--- src/rtl/tx_arb_pkg.sv ---
// Shared types and helpers for the UART transmit arbiter and its picker.
package tx_arb_pkg;

    // Upper bound on requesters any arbiter built on rr_picker is sized for.
    localparam int MAX_REQ = 8;

    typedef enum logic [1:0] {
        IDLE  = 2'd0,
        SEND  = 2'd1,
        DRAIN = 2'd2
    } tx_arb_state_t;

    // Round-robin distance of slot i from the last winner: 1 for the slot
    // right after last, n for last itself, so a smaller value wins.
    function automatic int rr_dist(input int i, input int last, input int n);
        return (i > last) ? (i - last) : (i - last + n);
    endfunction

endpackage

--- src/rtl/tx_arbiter_rr_picker.sv ---
// Combinational round-robin picker: first set request above `last`, wrapping.
module rr_picker
    import tx_arb_pkg::*;
#(
    parameter int NUM_REQ = 4,
    parameter int IDX_W   = $clog2(NUM_REQ)
) (
    input  logic [NUM_REQ-1:0] req,
    input  logic [IDX_W-1:0]   last,
    output logic               any,
    output logic [IDX_W-1:0]   winner
);

    // Keep the requester closest (in round-robin order) to the last winner.
    always_comb begin
        int best;
        int d;
        any    = 1'b0;
        winner = '0;
        best   = NUM_REQ + 1;
        d      = 0;
        for (int i = 0; i < NUM_REQ; i++) begin
            d = rr_dist(i, int'(last), NUM_REQ);
            if (req[i] && d < best) begin
                best   = d;
                winner = IDX_W'(i);
                any    = 1'b1;
            end
        end
    end

endmodule

--- src/rtl/tx_arbiter.sv ---
// Shares one UART transmitter among NUM_REQ byte sources: round-robin grant,
// byte capture, and the full send/busy handshake with the transmitter.
module tx_arbiter
    import tx_arb_pkg::*;
#(
    parameter int NUM_REQ = 4,
    parameter int IDX_W   = $clog2(NUM_REQ)
) (
    input  logic                 clk,
    input  logic                 rst_n,
    input  logic [NUM_REQ-1:0]   req_valid,
    input  logic [8*NUM_REQ-1:0] req_data,
    output logic [NUM_REQ-1:0]   req_ack,
    input  logic                 odd_in,
    input  logic                 tx_busy,
    output logic                 tx_send,
    output logic [7:0]           tx_din,
    output logic                 tx_odd,
    output logic [IDX_W-1:0]     grant_idx,
    output logic                 active,
    output logic                 frame_done
);

    tx_arb_state_t    state;
    logic [IDX_W-1:0] last;
    logic             any;
    logic [IDX_W-1:0] winner;
    logic [7:0]       win_byte;

    rr_picker #(
        .NUM_REQ (NUM_REQ),
        .IDX_W   (IDX_W)
    ) u_pick (
        .req    (req_valid),
        .last   (last),
        .any    (any),
        .winner (winner)
    );

    // Select the winning requester's byte for capture.
    always_comb begin
        win_byte = 8'h00;
        for (int i = 0; i < NUM_REQ; i++) begin
            if (IDX_W'(i) == winner) begin
                win_byte = req_data[8*i +: 8];
            end
        end
    end

    // Grant/handshake sequencer. The transmitter has no reset, so a grant is
    // only made once it reports idle; requests are looked at only in IDLE.
    always_ff @(posedge clk) begin
        if (!rst_n) begin
            state      <= IDLE;
            last       <= IDX_W'(NUM_REQ - 1);
            req_ack    <= '0;
            tx_send    <= 1'b0;
            tx_din     <= 8'h00;
            tx_odd     <= 1'b0;
            grant_idx  <= '0;
            active     <= 1'b0;
            frame_done <= 1'b0;
        end else begin
            req_ack    <= '0;
            frame_done <= 1'b0;
            case (state)
                IDLE: begin
                    if (any && !tx_busy) begin
                        req_ack   <= NUM_REQ'(1) << winner;
                        grant_idx <= winner;
                        last      <= winner;
                        tx_din    <= win_byte;
                        tx_odd    <= odd_in;
                        tx_send   <= 1'b1;
                        active    <= 1'b1;
                        state     <= SEND;
                    end
                end
                SEND: begin
                    // Hold send and data until the transmitter has loaded.
                    if (tx_busy) begin
                        tx_send <= 1'b0;
                        state   <= DRAIN;
                    end
                end
                DRAIN: begin
                    if (!tx_busy) begin
                        frame_done <= 1'b1;
                        active     <= 1'b0;
                        state      <= IDLE;
                    end
                end
                default: state <= IDLE;
            endcase
        end
    end

endmodule

--- config.mk ---
export PLATFORM = sky130hd
export DESIGN_NAME = tx_arbiter
export DESIGN_NICKNAME = d
export VERILOG_FILES = /design/src/rtl/tx_arb_pkg.sv /design/src/rtl/tx_arbiter_rr_picker.sv /design/src/rtl/tx_arbiter.sv
export SDC_FILE = /design/constraint.sdc
export NUM_CORES = 1
export LEC_CHECK = 0
export CAP_MARGIN = 30
export CORE_UTILIZATION = 25
export CTS_CLUSTER_SIZE = 24
export DETAILED_ROUTE_END_ITERATION = 12
export DONT_BUFFER_PORTS = 1
export PLACE_DENSITY = 0.5
export SETUP_SLACK_MARGIN = 0.3
export SYNTH_ARGS = -nofsm -noshare
export SYNTH_HDL_FRONTEND = slang
export SYNTH_SLANG_ARGS = --single-unit
--- constraint.sdc ---
create_clock -name clk -period 6 [get_ports clk]
set_input_delay 1.2 -clock clk [delete_from_list [all_inputs] [get_ports clk]]
set_output_delay 1.2 -clock clk [all_outputs]
set_load 0.02 [all_outputs]
==> results.tsv, run 1 <==
metric	value	unit
status	finished, final reports clean	
highest_layer	met4	
synth_async_sr_flop_share	0	%
numPortBuffers	0	
hold_viol	0	
relSlewSlack	35.2	%
crit_required	6.14	ns
finalNonFillerCells	259	
crit_type	input pin to flop	
synth_common_cells	dfxtp_1 (22), nand2_1 (18), nand3_1 (16), a31oi_1 (15), ha_1 (12)	
drv_slew	0	
synth_top_cell_by_area	dfxtp_1	
cap_viol_max_count	0	
seq_power_share	23.7	%
hold_path_class	flop to flop	
synth_cell_types	56	
cts_resized	0	
syn_avg_cell_area	8.68	um2
power_density	732	mW/mm2
fill_cells	670	
nNetsFinal	237	
grt-ovfl-total	0	
ant_nets	0	
ctsHoldBuffers	0	
synth_nets	237	
hpwl	3.42	mm
rr_worst_depth	19	
drive_above_1_share	12.0	%
cts_sinks	22	
routabilityCongestion	0.864	
cts_tree	built	
netlist_instances	185	
cts.htree.levels	1	
area_delta_synth_final	5.53	%
clk_pin_slew	0.08	ns
hold_depth	1	
max-clock-path-buffers	2	
p_comb_share	69.2	%
synth-seq-area-share	27.4	%
routed_wl	4.29	mm
cp-start-kind	input pin	
setup_viol	0	
fin_crit_sh	88.0	%
p_clk_share	7.1	%
coreArea	0.00606	mm2
cellLeakagePower	0.652	nW
worst_pin_slew	0.968	ns
rsz0062_at_grt	no	
cts_setup_buffers	0	
vias	1347	
crit_arrival	5.42	ns
rows	28	
cp_max_fo	14	
synthTopCellsByArea	dfxtp_1 (27%), ha_1 (9.3%), a31oi_1 (5.8%)	
max_freq	0.189	GHz
die_x	82.2	um
worstSkewPairLatency	0.26	ns
route.detailed.drc	0	
wl_met3	394	um
ir_drop	0.215	mV
min_period	5.28	ns
power.switching_fraction	52.8	%
clock-skew-final	0.00456	ns
synth_seq_cells	22	
internal-power	586	uW
wl_met2	1.87	mm
synthMostInstantiatedCell	dfxtp_1	
start_util	26.5	%
wl_met1	2.02	mm
dp_cells	255	
post_drt_wl_per_cell	16.6	um
die_height	82.2	um
numCtsBuffers	3	
power_switching	655	uW
synthesis.area	0.00161	mm2
total_power	1.24	mW
yosys_warnings	0	
drt_pass1_iterations	4	
drt_first_iter_violations	59	
grt_usage	12.4	%
cts_root_buf	clkbuf_8	
vias_per_cell	5.20	
setup-tns-final	0	ns
grt_max_degree	24	
fp.dieArea	0.00675	mm2
yosys.area.top_type_share	27.4	%
antenna_found_initial	1	
grt_pass1_vias	1239	
grt_pass1_wl	6.38	mm
worstSetupEndpointType	flop	
synth_flop_cell	dfxtp_1	
ios	58	
synth-edff-count	0	
## cells by family (layout without fill, tap and decap cells)
kind of cell / Yosys count / in the layout / synth area share (%)
adders and majority gates: 12 / 12 / 9.35
and+or+nand+nor: 74 / 74 / 25.4
AOI/OAI and AO/OA: 59 / 59 / 30.1
DFF: 22 / 22 / 27.4
buffers and inverters: 16 / 14 / 6.54
xor gates and xnor gates: 1 / 1 / 0.545
muxes: 1 / 1 / 0.623
other: 0 / 1 / 0
## stage by stage
stage / cell area (um2) / setup slack (ns) / utilization (%) / hold slack [ns]
6_report: 1700 / 0.717 / 28.0 / 0.567
5_1_grt: 1690 / 0.404 / 27.9 / 0.611
4_1_cts: 1690 / 0.711 / 27.9 / 0.566
3_5_place_dp: 1650 / 0.442 / 27.3 / 0.554
3_3_place_gp: 1650 / 0.449 / 27.3 / 0.558
2_1_floorplan: 1610 / 0.964 / - / 0.526
## placed cells by master (no fill, tap or decap), types with 2 or more instances in the layout
master,count
nand3_1,16
o21a_1,2
nor4b_1,2
buf_4,4
nor2_1,9
nor2b_1,6
o21ai_1,2
nand2_1,18
clkbuf_8,3
and3_1,3
a22o_1,4
and4_1,2
inv_1,6
a21oi_1,4
o21ai_0,10
o221ai_1,4
nand2b_1,2
ha_1,12
or2b_1,3
nor3_1,2
dfxtp_1,22
nor3b_1,3
a31oi_1,15
## path summary, 6_finish.rpt
check	from	to	slack [ns]
worst max-delay path	req_valid[0]	tx_din[1]	0.72
worst min-delay path	state[1]	frame_done	0.57
worst max register to register	last[0]	tx_din[1]	0.80
worst min register to register	state[1]	frame_done	0.57
## critical path, cell delays in order
cell and delay, ns:
inv_1 0.08, nor2_1 0.08, ha_1 0.31, nand2b_4 0.08, a21oi_2 0.37, a31oi_1 0.19
ha_1 0.38, nand2_1 0.07, a221o_1 0.35, a31oi_1 0.28, nand2_1 0.08, o21ai_0 0.09
ha_1 0.27, o21ai_0 0.32, a21oi_1 0.10, nor2_1 0.77, a22o_1 0.30, a31oi_1 0.09
## per-layer routing
metal  vias to the layer above  global-route usage [%]
li1                        689                       -
met1                       612                    17.2
met2                        44                    17.9
met3                         2                    3.85
met4                         0                    4.04
met5                         -                       0
## sequential cells by signal (all words and copies together), names as in the netlist
| signal | flops |
|---|---|
| tx_din | 8 |
| tx_send | 1 |
| frame_done | 1 |
| last | 2 |
| active | 1 |
| state | 2 |
| grant_idx | 2 |
| tx_odd | 1 |
| req_ack | 4 |
## power by group through the flow
stage / Sequential [mW] / Clock, mW / Combinational, mW
2_1_floorplan: 0.284 / 0 / 0.719
3_3_place_gp: 0.298 / 0 / 0.861
3_5_place_dp: 0.298 / 0 / 0.854
4_1_cts: 0.295 / 0.0914 / 0.857
5_1_grt: 0.305 / 0.0963 / 0.949
6_report: 0.294 / 0.0885 / 0.858
## layout make-up
class / count / area, um2 / area share, %
Multi-Input combinational cell: 147 / 1060 / 62.6
Timing Repair Buffer: 4 / 30.0 / 1.77
Inverter: 7 / 26.3 / 1.55
Antenna cell: 1 / 2.50 / 0.148
Clock buffer: 3 / 41.3 / 2.44
Sequential cell: 22 / 440 / 26.0
Tap cell: 75 / 93.8 / 5.54
Power figures use the tool's default switching activity.
==> run 2: changes to the inputs <==
--- a/config.mk
+++ b/config.mk
@@ -5,11 +5,12 @@
 export SDC_FILE = /design/constraint.sdc
 export NUM_CORES = 1
 export LEC_CHECK = 0
-export CAP_MARGIN = 30
+export CAP_MARGIN = 20
 export CORE_UTILIZATION = 25
 export CTS_CLUSTER_SIZE = 24
 export DETAILED_ROUTE_END_ITERATION = 12
 export DONT_BUFFER_PORTS = 1
+export GPL_TIMING_DRIVEN = 0
 export PLACE_DENSITY = 0.5
 export SETUP_SLACK_MARGIN = 0.3
 export SYNTH_ARGS = -nofsm -noshare
==> run 2 against run 1 <==
Against the previous run:
- combinational power rose by 5.2%
- count of clock-buffer cells in the layout did not move
- worst hold slack improved by 0.0012 ns
- total power increased by 3.8%
- setup slack improved by 0.019 ns
- largest cell class unchanged
- critical path type unchanged
==> results.tsv, run 2 (synthesized netlist as in run 1, its figures left out) <==
metric	value	unit	change
cts.htree.levels	1		unchanged
final_cell_mix	dfxtp_1 (22), nand2_1 (18), nand3_1 (16), a31oi_1 (14), ha_1 (12)		
antenna_found_initial	1		unchanged
fp.dieArea	0.00675	mm2	unchanged
grt_pass1_vias	1307		+5.5%
coreArea	0.00606	mm2	unchanged
relSlewSlack	67.1	%	+32 points
worstSetupEndpointType	flop		
numPortBuffers	0		unchanged
max-clock-path-buffers	2		unchanged
setup-tns-final	0	ns	unchanged
regMostFlops	tx_din		
ant_nets	0		unchanged
drt_first_iter_violations	37		-37%
nNetsFinal	242		+2.1%
crit_type	input pin to flop		
cts_sinks	22		unchanged
drive_above_1_share	13.8	%	+1.8 points
cp_common_cell	ha_1		
cts_root_buf	clkbuf_8		
status	finished, final reports clean		
hpwl	3.49	mm	+2.3%
crit_chain	inv_1 -> nor2_1 -> ha_1 -> nand2b_4 -> a21oi_2 -> a31oi_1 -> ha_1 -> nand2_1 -> a221o_1 -> a31oi_2 -> buf_2 -> o21ai_0 -> ha_1 -> a2111oi_4 -> o22ai_2 -> a31oi_4 -> buf_4 -> o21ai_0 -> a31oi_1		
worst_pin_slew	0.492	ns	-0.476 ns
largest_registers	tx_din: 8 flops, req_ack: 4 flops		
die_x	82.2	um	unchanged
min_period	5.26	ns	-0.0189 ns
numCtsBuffers	3		unchanged
grt_pass1_wl	6.59	mm	+3.4%
worstSkewPairLatency	0.26	ns	about the same
cts_tree	built		
cap_viol_max_count	0		unchanged
vias	1356		+0.67%
ios	58		unchanged
ir_drop	0.270	mV	+26%
cellLeakagePower	0.677	nW	+3.8%
die_height	82.2	um	unchanged
drt_pass1_iterations	4		unchanged
clock-skew-final	0.00201	ns	-0.00256 ns
area_delta_synth_final	8.96	%	
setup_viol	0		unchanged
crit_required	6.19	ns	+0.05 ns
grt-ovfl-total	0		unchanged
routed_wl	4.39	mm	+2.3%
routabilityCongestion	0.830		-3.9%
rsz0062_at_grt	no		
post_drt_wl_per_cell	16.6	um	+0.35%
hold_path_class	flop to flop		
grt_usage	13.0	%	+0.60 points
mostFrequentLayoutCell	dfxtp_1		
vias_per_cell	5.14		-1.2%
largest_register_ffs	8		unchanged
drv_slew	0		unchanged
route.detailed.drc	0		unchanged
cp-start-kind	input pin		
cp_max_fo	10		-4
ctsHoldBuffers	0		unchanged
rrSetupSlack	0.81	ns	about the same
critPathSlowestCell	ha_1		
hold_viol	0		unchanged
final_area	0.00175	mm2	+3.2%
crit_arrival	5.45	ns	+0.03 ns
clk_pin_slew	0.08	ns	about the same
rows	28		unchanged
power_density	735	mW/mm2	+0.50%
start_util	26.5	%	unchanged
cts_setup_buffers	0		unchanged
grt_max_degree	12		-50%
max_freq	0.190	GHz	+0.36%
critical_path.max_stage_delay	0.38	ns	-0.39 ns
dpl_cell_area	0.00170	mm2	+3.0%
fin_crit_sh	87.7	%	-0.32 points
==> run 2: cell types whose count changed in the layout (fill, tap and decap cells not counted), sizes merged <==
cell,previous run,this run
dlygate4sd3,0,1
buf,4,6
clkbuf,3,5
==> run 2: cell type report <==
cell class,instances,area [um2]
diodes,1,2.50
plain buffers,9,78.8
clock buffers,3,41.3
fillers,641,4310
inverters,7,26.3
multi-input cells,147,1070
flip-flops and latches,22,440
well taps,75,93.8
==> run 2: path summary, 6_finish.rpt <==
check | from | cells past startpoint | endpoint
hold reg to reg | state[1] | 1 | frame_done
setup reg to reg | last[0] | 20 | tx_din[3]
hold / removal | state[1] | 1 | frame_done
setup / recovery | req_valid[0] | 19 | tx_din[3]
==> run 2: per-stage QoR <==
step	hold slack [ns]	setup WS [ns]	cells	util, %	power [mW]
after detailed placement	0.557	0.307	260	28.1	1.19
after global routing	0.591	0.343	264	28.9	1.41
after floorplan	0.526	0.964	185	-	1.00
final	0.569	0.736	264	28.9	1.29
after CTS	0.567	0.573	263	28.7	1.28
after global placement	0.555	0.316	260	28.1	1.18
==> run 2: what timing repair did <==
action	4_1_cts	5_1_grt
setup endpoints to repair	0	14
resized for setup	0	2
hold endpoints to repair	0	0
==> run 2: critical path: cells and delay by family <==
family / cells / cell delay [ns]
AO/OA/AOI/OAI: 10 / 2.44
AND/OR/NAND/NOR: 3 / 0.25
adder cells (fa/ha/maj): 3 / 0.95
buffers and inverters: 3 / 0.60
==> run 2: power by group <==
| group | internal [mW] | switching [mW] |
|---|---|---|
| combinational | 0.369 | 0.534 |
| clock | 0.0447 | 0.0451 |
| sequential | 0.198 | 0.0962 |
==> run 2: metal layers <==
metal / up-vias / track usage (%) / part of all wire, %
li1: 700 / - / -
met1: 608 / 16.6 / 47
met2: 44 / 20.2 / 43
met3: 4 / 4.18 / 8.4
met4: 0 / 4.91 / 0.75
met5: - / 0 / 0
==> run 3: changes to the inputs <==
--- a/config.mk
+++ b/config.mk
@@ -6,13 +6,14 @@
 export NUM_CORES = 1
 export LEC_CHECK = 0
 export CAP_MARGIN = 20
+export CORE_ASPECT_RATIO = 1.5
 export CORE_UTILIZATION = 25
 export CTS_CLUSTER_SIZE = 24
 export DETAILED_ROUTE_END_ITERATION = 12
-export DONT_BUFFER_PORTS = 1
 export GPL_TIMING_DRIVEN = 0
-export PLACE_DENSITY = 0.5
+export PLACE_DENSITY = 0.62
 export SETUP_SLACK_MARGIN = 0.3
 export SYNTH_ARGS = -nofsm -noshare
 export SYNTH_HDL_FRONTEND = slang
 export SYNTH_SLANG_ARGS = --single-unit
+export TNS_END_PERCENT = 5
==> run 3 against run 2 <==
Against the previous run:
- total power increased by 13%
- critical path type unchanged
- critical path depth grew 1
- register-to-register slack improved by 0.38 ns
==> results.tsv, run 3 (synthesized netlist as in run 1, its figures left out) <==
metric	value	unit	change
status	finished, final reports clean		
hold_viol	0		unchanged
cts.htree.levels	1		unchanged
drt_pass1_iterations	4		unchanged
nNetsFinal	299		+24%
ios	58		unchanged
routabilityCongestion	0.810		-2.4%
final_cell_mix	clkdlybuf4s50_1 (56), dfxtp_1 (22), nand2_1 (18), nand3_1 (16), a31oi_1 (14)		
total_power	1.45	mW	+13%
grt-ovfl-total	0		unchanged
start_util	26.0	%	-0.49 points
setup-tns-final	0	ns	unchanged
vias_per_cell	5.03		-2.0%
fill_cells	642		+0.16%
rr_worst_depth	20		unchanged
crit_required	6.19	ns	about the same
regMostFlops	tx_din		
crit_type	input pin to flop		
cellLeakagePower	0.917	nW	+35%
holdCritStartpoint	grant_idx[1]		
clock-skew-final	0.00139	ns	-0.000622 ns
max_freq	0.185	GHz	-2.6%
fin_crit_sh	90.1	%	+2.4 points
cp_max_fo	10		unchanged
max-clock-path-buffers	2		unchanged
multiInputGateArea	0.00110	mm2	+2.7%
post_drt_wl_per_cell	14.0	um	-16%
relSlewSlack	66.2	%	-0.89 points
final_area	0.00238	mm2	+36%
numCtsBuffers	3		unchanged
setup_viol	0		unchanged
antenna_found_initial	0		-1
worstSetupEndpointType	flop		
cts_root_buf	clkbuf_8		
timing.hold.ws	0.479	ns	-0.0895 ns
drv_slew	0		unchanged
rows	35		+25%
cts_setup_buffers	0		unchanged
fp.dieArea	0.00676	mm2	about the same
routed_wl	4.49	mm	+2.3%
worst_r2r_endpoint	last[0]		
rrSetupSlack	1.19	ns	+0.38 ns
ctsHoldBuffers	0		unchanged
finalNonFillerCells	320		+21%
cp-start-kind	input pin		
dpl_cell_area	0.00227	mm2	+33%
vias	1611		+19%
rsz0062_at_grt	yes		
mostFrequentLayoutCell	clkdlybuf4s50_1		
worstSkewPairLatency	0.26	ns	about the same
ir_drop	0.274	mV	+1.4%
grt_max_degree	14		+2
min_period	5.41	ns	+0.143 ns
cts_sinks	22		unchanged
drive_above_1_share	12.6	%	-1.2 points
ant_nets	0		unchanged
die_x	67.5	um	-18%
cap_viol_max_count	0		unchanged
regArea	440	um2	unchanged
grt_pass1_wl	7.21	mm	+9.4%
drt_first_iter_violations	97		+160%
area_delta_synth_final	48.1	%	
worst_pin_slew	0.506	ns	+0.0134 ns
hpwl	3.78	mm	+8.2%
grt_usage	13.8	%	+0.83 points
power_density	611	mW/mm2	-17%
coreArea	0.00617	mm2	+1.9%
clk_pin_slew	0.08	ns	about the same
timing.rr.start	last[0]		
hold_path_class	flop to flop		
die_height	100	um	+22%
hold_depth	2		+1
largest_registers	tx_din: 8 flops, req_ack: 4 flops		
grt_pass1_vias	1603		+23%
route.detailed.drc	0		unchanged
numPortBuffers	57		+57
dp_cells	316		+22%
crit_arrival	5.59	ns	+0.14 ns
cts_tree	built		
antenna_cells	0		-1
min_to	grant_idx[1]		
largest_register_ffs	8		unchanged
run 3: cell types whose count changed in the layout (fill, tap and decap cells not counted), sizes merged:
cell and delta:
diode -1, clkdlybuf4s50 +56, bufinv +1, clkdlybuf4s15 +1
run 3: through the flow:
stage          worst slack [ns]  utilization, %
5_1_grt                   0.250            38.5
3_5_place_dp             -0.502            36.8
2_1_floorplan             0.964               -
3_3_place_gp             -0.431            36.8
6_report                  0.594            38.5
4_1_cts                   0.483            38.4
run 3: timing repair:
action | in CTS | in global routing
resized for setup | 8 | 3
endpoints found under the setup margin | 19 | 14
cloned | 0 | 0
pin swaps | 0 | 1
run 3: routing by layer:
metal | global-route usage [%] | share of wire [%] | vias to the layer above
met3 | 1.36 | 3.9 | 4
met1 | 15.3 | 39 | 743
li1 | - | - | 817
met5 | 0 | 0 | -
met4 | 4.58 | 0.87 | 0
met2 | 26.3 | 56 | 47
run 3: worst max-delay path: stages:
cell,delay [ns]
clkdlybuf4s15_1,0.31
inv_1,0.20
nor2_1,0.10
ha_1,0.32
nand2b_4,0.09
a21oi_4,0.26
a31oi_1,0.15
ha_1,0.37
nand2_1,0.07
a221o_1,0.39
a31oi_4,0.26
buf_4,0.22
o21ai_0,0.09
ha_1,0.24
a2111oi_4,0.35
o22ai_2,0.22
a31oi_4,0.27
buf_4,0.22
nor3b_1,0.07
a41oi_1,0.17
run 3: power by group:
group,internal (mW),switching (mW)
Sequential,0.198,0.0390
Combinational,0.476,0.604
Clock,0.0891,0.0475
run 3: how the worst max path moves through the flow:
| stage | startpoint | endpoint | slack (ns) |
|---|---|---|---|
| after floorplan | req_valid[0] | last[0] | 0.96 |
| after global placement | req_valid[0] | tx_din[3] | -0.43 |
| after detailed placement | req_valid[0] | last[0] | -0.50 |
| after CTS | req_valid[0] | tx_din[1] | 0.48 |
| after global routing | req_valid[0] | tx_din[7] | 0.25 |
| final | req_valid[0] | last[0] | 0.59 |
run 3: area by class of cell:
class / count / share of cell area [%]
clock buffers: 3 / 1.74
plain buffers: 9 / 3.42
inverters: 7 / 1.10
clock inverters: 1 / 1.26
well taps: 74 / 3.89
flip-flops and latches: 22 / 18.5
repair buffers: 57 / 24.0
multi-input cells: 147 / 46.1
